**src/rtl/aes_ctr_reg_ctrl_if.sv**
```systemverilog
// Slice-wise handshake between the CTR counter register and its incrementer.
// Signal suffixes are from the counter register's point of view.
interface aes_ctr_reg_ctrl_if #(
    parameter int unsigned CtrWidth  = 128,
    parameter int unsigned SliceSize = 16
);
    localparam int unsigned NumSlices     = CtrWidth / SliceSize;
    localparam int unsigned SliceIdxWidth = $clog2(NumSlices);

    logic                     incr_o;
    logic                     ready_i;
    logic [SliceIdxWidth-1:0] ctr_slice_idx_i;
    logic [SliceSize-1:0]     ctr_slice_o;
    logic [SliceSize-1:0]     ctr_slice_i;
    logic                     ctr_we_i;
    logic                     alert_i;

    // Incrementer side
    modport master (
        input  incr_o, ctr_slice_o,
        output ready_i, ctr_slice_idx_i, ctr_slice_i, ctr_we_i, alert_i
    );

    // Counter register side
    modport slave (
        output incr_o, ctr_slice_o,
        input  ready_i, ctr_slice_idx_i, ctr_slice_i, ctr_we_i, alert_i
    );
endinterface

```
**src/rtl/aes_ctr_reg_ctrl.sv**
```systemverilog
// CTR-mode counter register: launches slice-wise increments, applies the
// incrementer's write-backs and polices the slice protocol.
module aes_ctr_reg_ctrl #(
    parameter int unsigned CtrWidth  = 128,
    parameter int unsigned SliceSize = 16
) (
    input  logic                clk_i,
    input  logic                rst_ni,
    input  logic                iv_load_i,
    input  logic [CtrWidth-1:0] iv_i,
    input  logic                next_req_i,
    output logic                next_ack_o,
    output logic [CtrWidth-1:0] ctr_o,
    output logic                busy_o,
    output logic                alert_o,
    aes_ctr_reg_ctrl_if.slave   inc_if
);
    localparam int unsigned NumSlices     = CtrWidth / SliceSize;
    localparam int unsigned SliceIdxWidth = $clog2(NumSlices);
    localparam int unsigned CntWidth      = SliceIdxWidth + 1;
    localparam int unsigned BaseWidth     = $clog2(CtrWidth);
    localparam logic [CntWidth-1:0] CntFull = CntWidth'(NumSlices);

    // Sparse one-hot encoding; anything else is treated as a fault
    typedef enum logic [2:0] {
        IDLE  = 3'b001,
        WAIT  = 3'b010,
        ERROR = 3'b100
    } state_e;

    state_e                state_q;
    logic [CtrWidth-1:0]   ctr_q;
    logic [CntWidth-1:0]   wr_cnt_q;
    logic                  first_q;
    logic [BaseWidth-1:0]  slice_base;

    logic err_c, load_c, incr_c, wr_c, ack_c;

    assign slice_base         = BaseWidth'(inc_if.ctr_slice_idx_i) * BaseWidth'(SliceSize);
    assign inc_if.ctr_slice_o = ctr_q[slice_base +: SliceSize];

    // Decode the current cycle's action; faults override everything else
    always_comb begin
        err_c  = 1'b0;
        load_c = 1'b0;
        incr_c = 1'b0;
        wr_c   = 1'b0;
        ack_c  = 1'b0;
        case (state_q)
            IDLE: begin
                if (inc_if.ctr_we_i) begin
                    err_c = 1'b1;
                end else if (iv_load_i) begin
                    load_c = 1'b1;
                end else if (next_req_i && inc_if.ready_i) begin
                    incr_c = 1'b1;
                end
            end
            WAIT: begin
                if (inc_if.ctr_we_i &&
                    ((inc_if.ctr_slice_idx_i != wr_cnt_q[SliceIdxWidth-1:0]) ||
                     (wr_cnt_q == CntFull))) begin
                    err_c = 1'b1;
                end else if (inc_if.ready_i && !first_q && (wr_cnt_q != CntFull)) begin
                    err_c = 1'b1;
                end else begin
                    wr_c  = inc_if.ctr_we_i;
                    ack_c = inc_if.ready_i && (wr_cnt_q == CntFull);
                end
            end
            ERROR: begin
            end
            default: err_c = 1'b1;
        endcase
        if (inc_if.alert_i) begin
            err_c = 1'b1;
        end
        if (err_c) begin
            load_c = 1'b0;
            incr_c = 1'b0;
            wr_c   = 1'b0;
            ack_c  = 1'b0;
        end
    end

    always_ff @(posedge clk_i or negedge rst_ni) begin
        if (!rst_ni) begin
            state_q  <= IDLE;
            ctr_q    <= '0;
            wr_cnt_q <= '0;
            first_q  <= 1'b0;
        end else if (err_c) begin
            state_q <= ERROR;
        end else begin
            first_q <= 1'b0;
            if (load_c) begin
                ctr_q <= iv_i;
            end
            if (incr_c) begin
                state_q  <= WAIT;
                wr_cnt_q <= '0;
                first_q  <= 1'b1;
            end
            if (wr_c) begin
                ctr_q[slice_base +: SliceSize] <= inc_if.ctr_slice_i;
                wr_cnt_q                       <= wr_cnt_q + CntWidth'(1);
            end
            if (ack_c) begin
                state_q <= IDLE;
            end
        end
    end

    assign inc_if.incr_o = incr_c;
    assign next_ack_o    = ack_c;
    assign ctr_o         = ctr_q;
    assign busy_o        = (state_q == WAIT);
    assign alert_o       = (state_q == ERROR);
endmodule

```
**src/flat_wrapper.sv**
```systemverilog
// flat-port wrapper written by rule: the top's interface ports become plain ports
module aes_ctr_reg_ctrl_flat 
#(
    parameter int unsigned CtrWidth  = 128,
    parameter int unsigned SliceSize = 16
)
  (clk_i, rst_ni, iv_load_i, iv_i, next_req_i, next_ack_o, ctr_o, busy_o, alert_o, inc_if_incr_o, inc_if_ctr_slice_o, inc_if_ready_i, inc_if_ctr_slice_idx_i, inc_if_ctr_slice_i, inc_if_ctr_we_i, inc_if_alert_i);
  aes_ctr_reg_ctrl_if #(.CtrWidth(CtrWidth), .SliceSize(SliceSize)) inc_if_i ();
  input  logic clk_i;
  input  logic rst_ni;
  input  logic iv_load_i;
  input  logic [CtrWidth-1:0] iv_i;
  input  logic next_req_i;
  output logic next_ack_o;
  output logic [CtrWidth-1:0] ctr_o;
  output logic busy_o;
  output logic alert_o;
  output wire logic [$bits(inc_if_i.incr_o)-1:0] inc_if_incr_o;
  output wire logic [$bits(inc_if_i.ctr_slice_o)-1:0] inc_if_ctr_slice_o;
  input wire logic [$bits(inc_if_i.ready_i)-1:0] inc_if_ready_i;
  input wire logic [$bits(inc_if_i.ctr_slice_idx_i)-1:0] inc_if_ctr_slice_idx_i;
  input wire logic [$bits(inc_if_i.ctr_slice_i)-1:0] inc_if_ctr_slice_i;
  input wire logic [$bits(inc_if_i.ctr_we_i)-1:0] inc_if_ctr_we_i;
  input wire logic [$bits(inc_if_i.alert_i)-1:0] inc_if_alert_i;
  assign inc_if_incr_o = inc_if_i.incr_o;
  assign inc_if_ctr_slice_o = inc_if_i.ctr_slice_o;
  assign inc_if_i.ready_i = inc_if_ready_i;
  assign inc_if_i.ctr_slice_idx_i = inc_if_ctr_slice_idx_i;
  assign inc_if_i.ctr_slice_i = inc_if_ctr_slice_i;
  assign inc_if_i.ctr_we_i = inc_if_ctr_we_i;
  assign inc_if_i.alert_i = inc_if_alert_i;
  aes_ctr_reg_ctrl #(.CtrWidth(CtrWidth), .SliceSize(SliceSize)) u_core (.clk_i(clk_i), .rst_ni(rst_ni), .iv_load_i(iv_load_i), .iv_i(iv_i), .next_req_i(next_req_i), .next_ack_o(next_ack_o), .ctr_o(ctr_o), .busy_o(busy_o), .alert_o(alert_o), .inc_if(inc_if_i));
endmodule
```
**config.mk**
```make
export PLATFORM = sky130hd
export DESIGN_NAME = aes_ctr_reg_ctrl_flat
export DESIGN_NICKNAME = d
export VERILOG_FILES = /design/src/rtl/aes_ctr_reg_ctrl_if.sv /design/src/rtl/aes_ctr_reg_ctrl.sv /design/src/flat_wrapper.sv
export SDC_FILE = /design/constraint.sdc
export NUM_CORES = 1
export LEC_CHECK = 0
export ABC_AREA = 1
export BUFFER_PORTS_ARGS = -buffer_cell sky130_fd_sc_hd__buf_2
export CAP_MARGIN = 20
export CELL_PAD_IN_SITES_DETAIL_PLACEMENT = 0
export CELL_PAD_IN_SITES_GLOBAL_PLACEMENT = 2
export CORE_ASPECT_RATIO = 0.6
export CORE_MARGIN = 4
export CORE_UTILIZATION = 27
export DETAILED_ROUTE_END_ITERATION = 16
export PLACE_DENSITY = 0.81
export SLEW_MARGIN = 20
export SYNTH_ARGS = -nofsm -noshare
export SYNTH_HDL_FRONTEND = slang
export SYNTH_SLANG_ARGS = --single-unit
```
**constraint.sdc**
```tcl
create_clock -name clk_i -period 2.22 [get_ports clk_i]
set_input_delay 0.222 -clock clk_i [delete_from_list [all_inputs] [get_ports clk_i]]
set_output_delay 0.222 -clock clk_i [all_outputs]
set_load 0.005 [all_outputs]
```
==> flow_summary_export.csv <==
group,metric,value,unit
drt,drt-initial-drc-count,1548,
pwr,leakage,7.26,nW
logic_synthesis,ys_ff_latch,136,
setup_path,cp-end-kind,"primary output",
cells_and_area,final_common_cell,"nand2_1",
logic_synthesis,synth_compound_area_frac,0.0922,
pwr,max-vdd-ir-drop,0.531,mV
logic_synthesis,synth.yosys.seq_area_share,0.348,
logic_synthesis,ys_types,29,
place,dp_hpwl,40000,µm
cells_and_area,diodes,0,
timing,min_period,2.20,ns
hold_path,worst_hold_path_type,"input port to flop",
drt,vias_per_cell,5.41,
global_route,grt_max_degree,97,
setup_path,worstSetupPathType,"flop to primary output",
cells_and_area,nFillCells,3893,
logic_synthesis,yosys.area.top_type,"dfrtp_1",
clocking,h-tree-depth,4,
cells_and_area,layoutNonFillerInstCount,2295,
floorplan,coreArea,35300,µm²
timing,clock_skew,0.0159,ns
place,io_buffers,301,
setup_path,critPathArrivalTime,1.97,ns
logic_synthesis,syn_inst,1524,
global_route,grt_antenna_before_repair,1,
pwr,p_per_area,495,nW/µm²
setup_path,required,2.00,ns
logic_synthesis,synthAdderAreaFrac,0.00512,
clocking,cts_tree,"yes",
setup_path,cp-start-kind,"flop",
timing,whs,0.131,ns
logic_synthesis,syn_nets,1682,
setup_path,worstPathMaxFanout,4,
cells_and_area,syn_to_final_growth,34.7,%
timing,maxSlewViolCount,0,
logic_synthesis,syn_area_per_cell,6.41,µm²
timing,rsz0062_at_grt,"yes",
clocking,clock-root-buffer,"clkbuf_16",
drt,num_vias,12400,
drt,drc,0,
timing,max_freq,0.456,GHz
logic_synthesis,synth.area.top_cells,"dfrtp_1 (35%), nand2_1 (20%), nand3_1 (11%)",
timing,tightest_slew,0.804,ns
global_route,grt_pass1_wl,78300,µm
clocking,cts_sinks,136,
place,pre_cts_ws,-0.00737,ns
cells_and_area,layout_common_cells,"nand2_1 (515), buf_2 (300), nand3_1 (210)",
global_route,first_global_vias,11300,
timing,hold_viol_final,0,
floorplan,die_w,254,µm
clocking,cts_buffers,17,
flow_run,cap_violations,0,
timing,fin_crit_sh,0.989,
floorplan,initial_core_util,0.276,
run_status,status,"finished clean",
pwr,total_power,6.51,mW
timing,maxSlewHeadroom,0.464,
timing,tns,0,ns
timing,setup_ws,0.0248,ns
clocking,clk_latency,0.45,ns
logic_synthesis,synthMuxAreaShare,0,
drt,avgRoutedWirePerCell,24.4,µm
clocking,ctsLongestPathBuffers,2,
logic_synthesis,syn-cell-area,9770,µm²
logic_synthesis,synth_xor_area_frac,0.00179,
place,placed_cell_area,12100,µm²
clocking,clk_pin_slew_worst_paths,0.07,ns
place,gp_congestion,0.890,
drt,drt_wl_total,56100,µm
logic_synthesis,yosys.area.top_type_share,0.346,
hold_path,hold_path_depth,5,
logic_synthesis,synth_top_family_by_area,"simple AND/OR/NAND/NOR gates",
cells_and_area,drive_above_1_share,0.260,
logic_synthesis,yosysWarningCount,0,
floorplan,ios,302,
cells_and_area,finish.utilization,0.372,
logic_synthesis,synthSimpleGateAreaFrac,0.455,
drt,drtAntennaViolNets,0,
setup_path,r2r_cells,16,
cells_and_area,finalInstanceArea,13200,µm²
place,placedCellCount,2244,
floorplan,die_y,155,µm
drt,drt-pass1-iter-count,5,
global_route,globalRouteOverflowTotal,0,
floorplan,num_rows,53,
floorplan,design.die.area,39400,µm²
cells_and_area,nets,1973,
global_route,grt_usage,0.269,
timing,setup_violations,0,
-- where the power goes --
group / leakage, nW / switching [mW] / internal, mW
Clock: 0.280 / 1.27 / 1.73
Combinational: 5.16 / 0.675 / 0.340
Sequential: 1.82 / 0.00704 / 2.49
-- worst max-delay path: stages, from the launching register on --
cell and delay (ns):
dfrtp_1 0.43, nor2_1 0.38, o22ai_1 0.20, buf_4 0.18
nor2_1 0.09, a31oi_1 0.08, buf_2 0.17
-- timing repair --
action	CTS	global route
resized for setup	19	17
pin swaps	7	9
hold buffers	1	0
buffers inserted	7	5
hold endpoints to repair	47	0
setup endpoints to repair	2	113
cloned	2	4
-- flip-flops by register name, indices dropped and copies added (netlist names) --
register	cells
u_core.state_q	3
u_core.wr_cnt_q	4
u_core.ctr_o	128
u_core.first_q	1
-- synthesized netlist by cell type --
library cell / instances
o21ai_0: 68
buf_1: 2
o22ai_1: 17
clkbuf_1: 54
xnor2_1: 1
a31oi_1: 19
nor3_1: 4
o21ai_1: 1
inv_2: 14
buf_4: 7
dfrtp_1: 135
nand4_1: 141
nor2_8: 1
clkinv_1: 1
buf_6: 5
nand3_1: 212
nor2_1: 106
buf_2: 58
nand2_1: 518
xor2_1: 1
ha_1: 4
inv_1: 75
dfstp_2: 1
o211ai_1: 2
nand2_2: 5
nor4_1: 1
nand2_4: 5
a21oi_1: 63
nand3_2: 3
-- cell families (layout without fill, tap and decap cells) --
group           after synthesis  after routing
fa+ha+maj                     4              4
flops                       136            136
xor+xnor                      2              2
buf+inv                     216            520
compound gates              170            170
simple gates                996            996
-- per-layer routing --
layer  wire (µm)  GRT usage
met4        1180     0.0645
met2       23000      0.382
met3        5570     0.0591
met5           0          0
met1       26400      0.410
-- cell type report --
type	instances	area [µm²]	share of cell area
multi-input combinational	1172	5540	0.421
sequential	136	3400	0.259
timing repair buffer	398	2680	0.203
tap	467	584	0.0444
clock buffer	20	457	0.0347
inverter	90	352	0.0267
clock inverter	12	139	0.0106
-- worst paths after layout --
| check | startpoint | endpoint | slack, ns |
|---|---|---|---|
| min in group asynchronous | rst_ni | u_core.ctr_o[93] | 0.33 |
| setup / recovery | u_core.ctr_o[78] | inc_if_ctr_slice_o[14] | 0.02 |
| hold reg to reg | u_core.ctr_o[47] | u_core.ctr_o[47] | 0.53 |
| hold / removal | iv_i[84] | u_core.ctr_o[84] | 0.13 |
| setup reg to reg | u_core.wr_cnt_q[0] | u_core.ctr_o[113] | 0.04 |
| max in group asynchronous | rst_ni | u_core.ctr_o[34] | 1.20 |
Power figures use the tool's default switching activity.
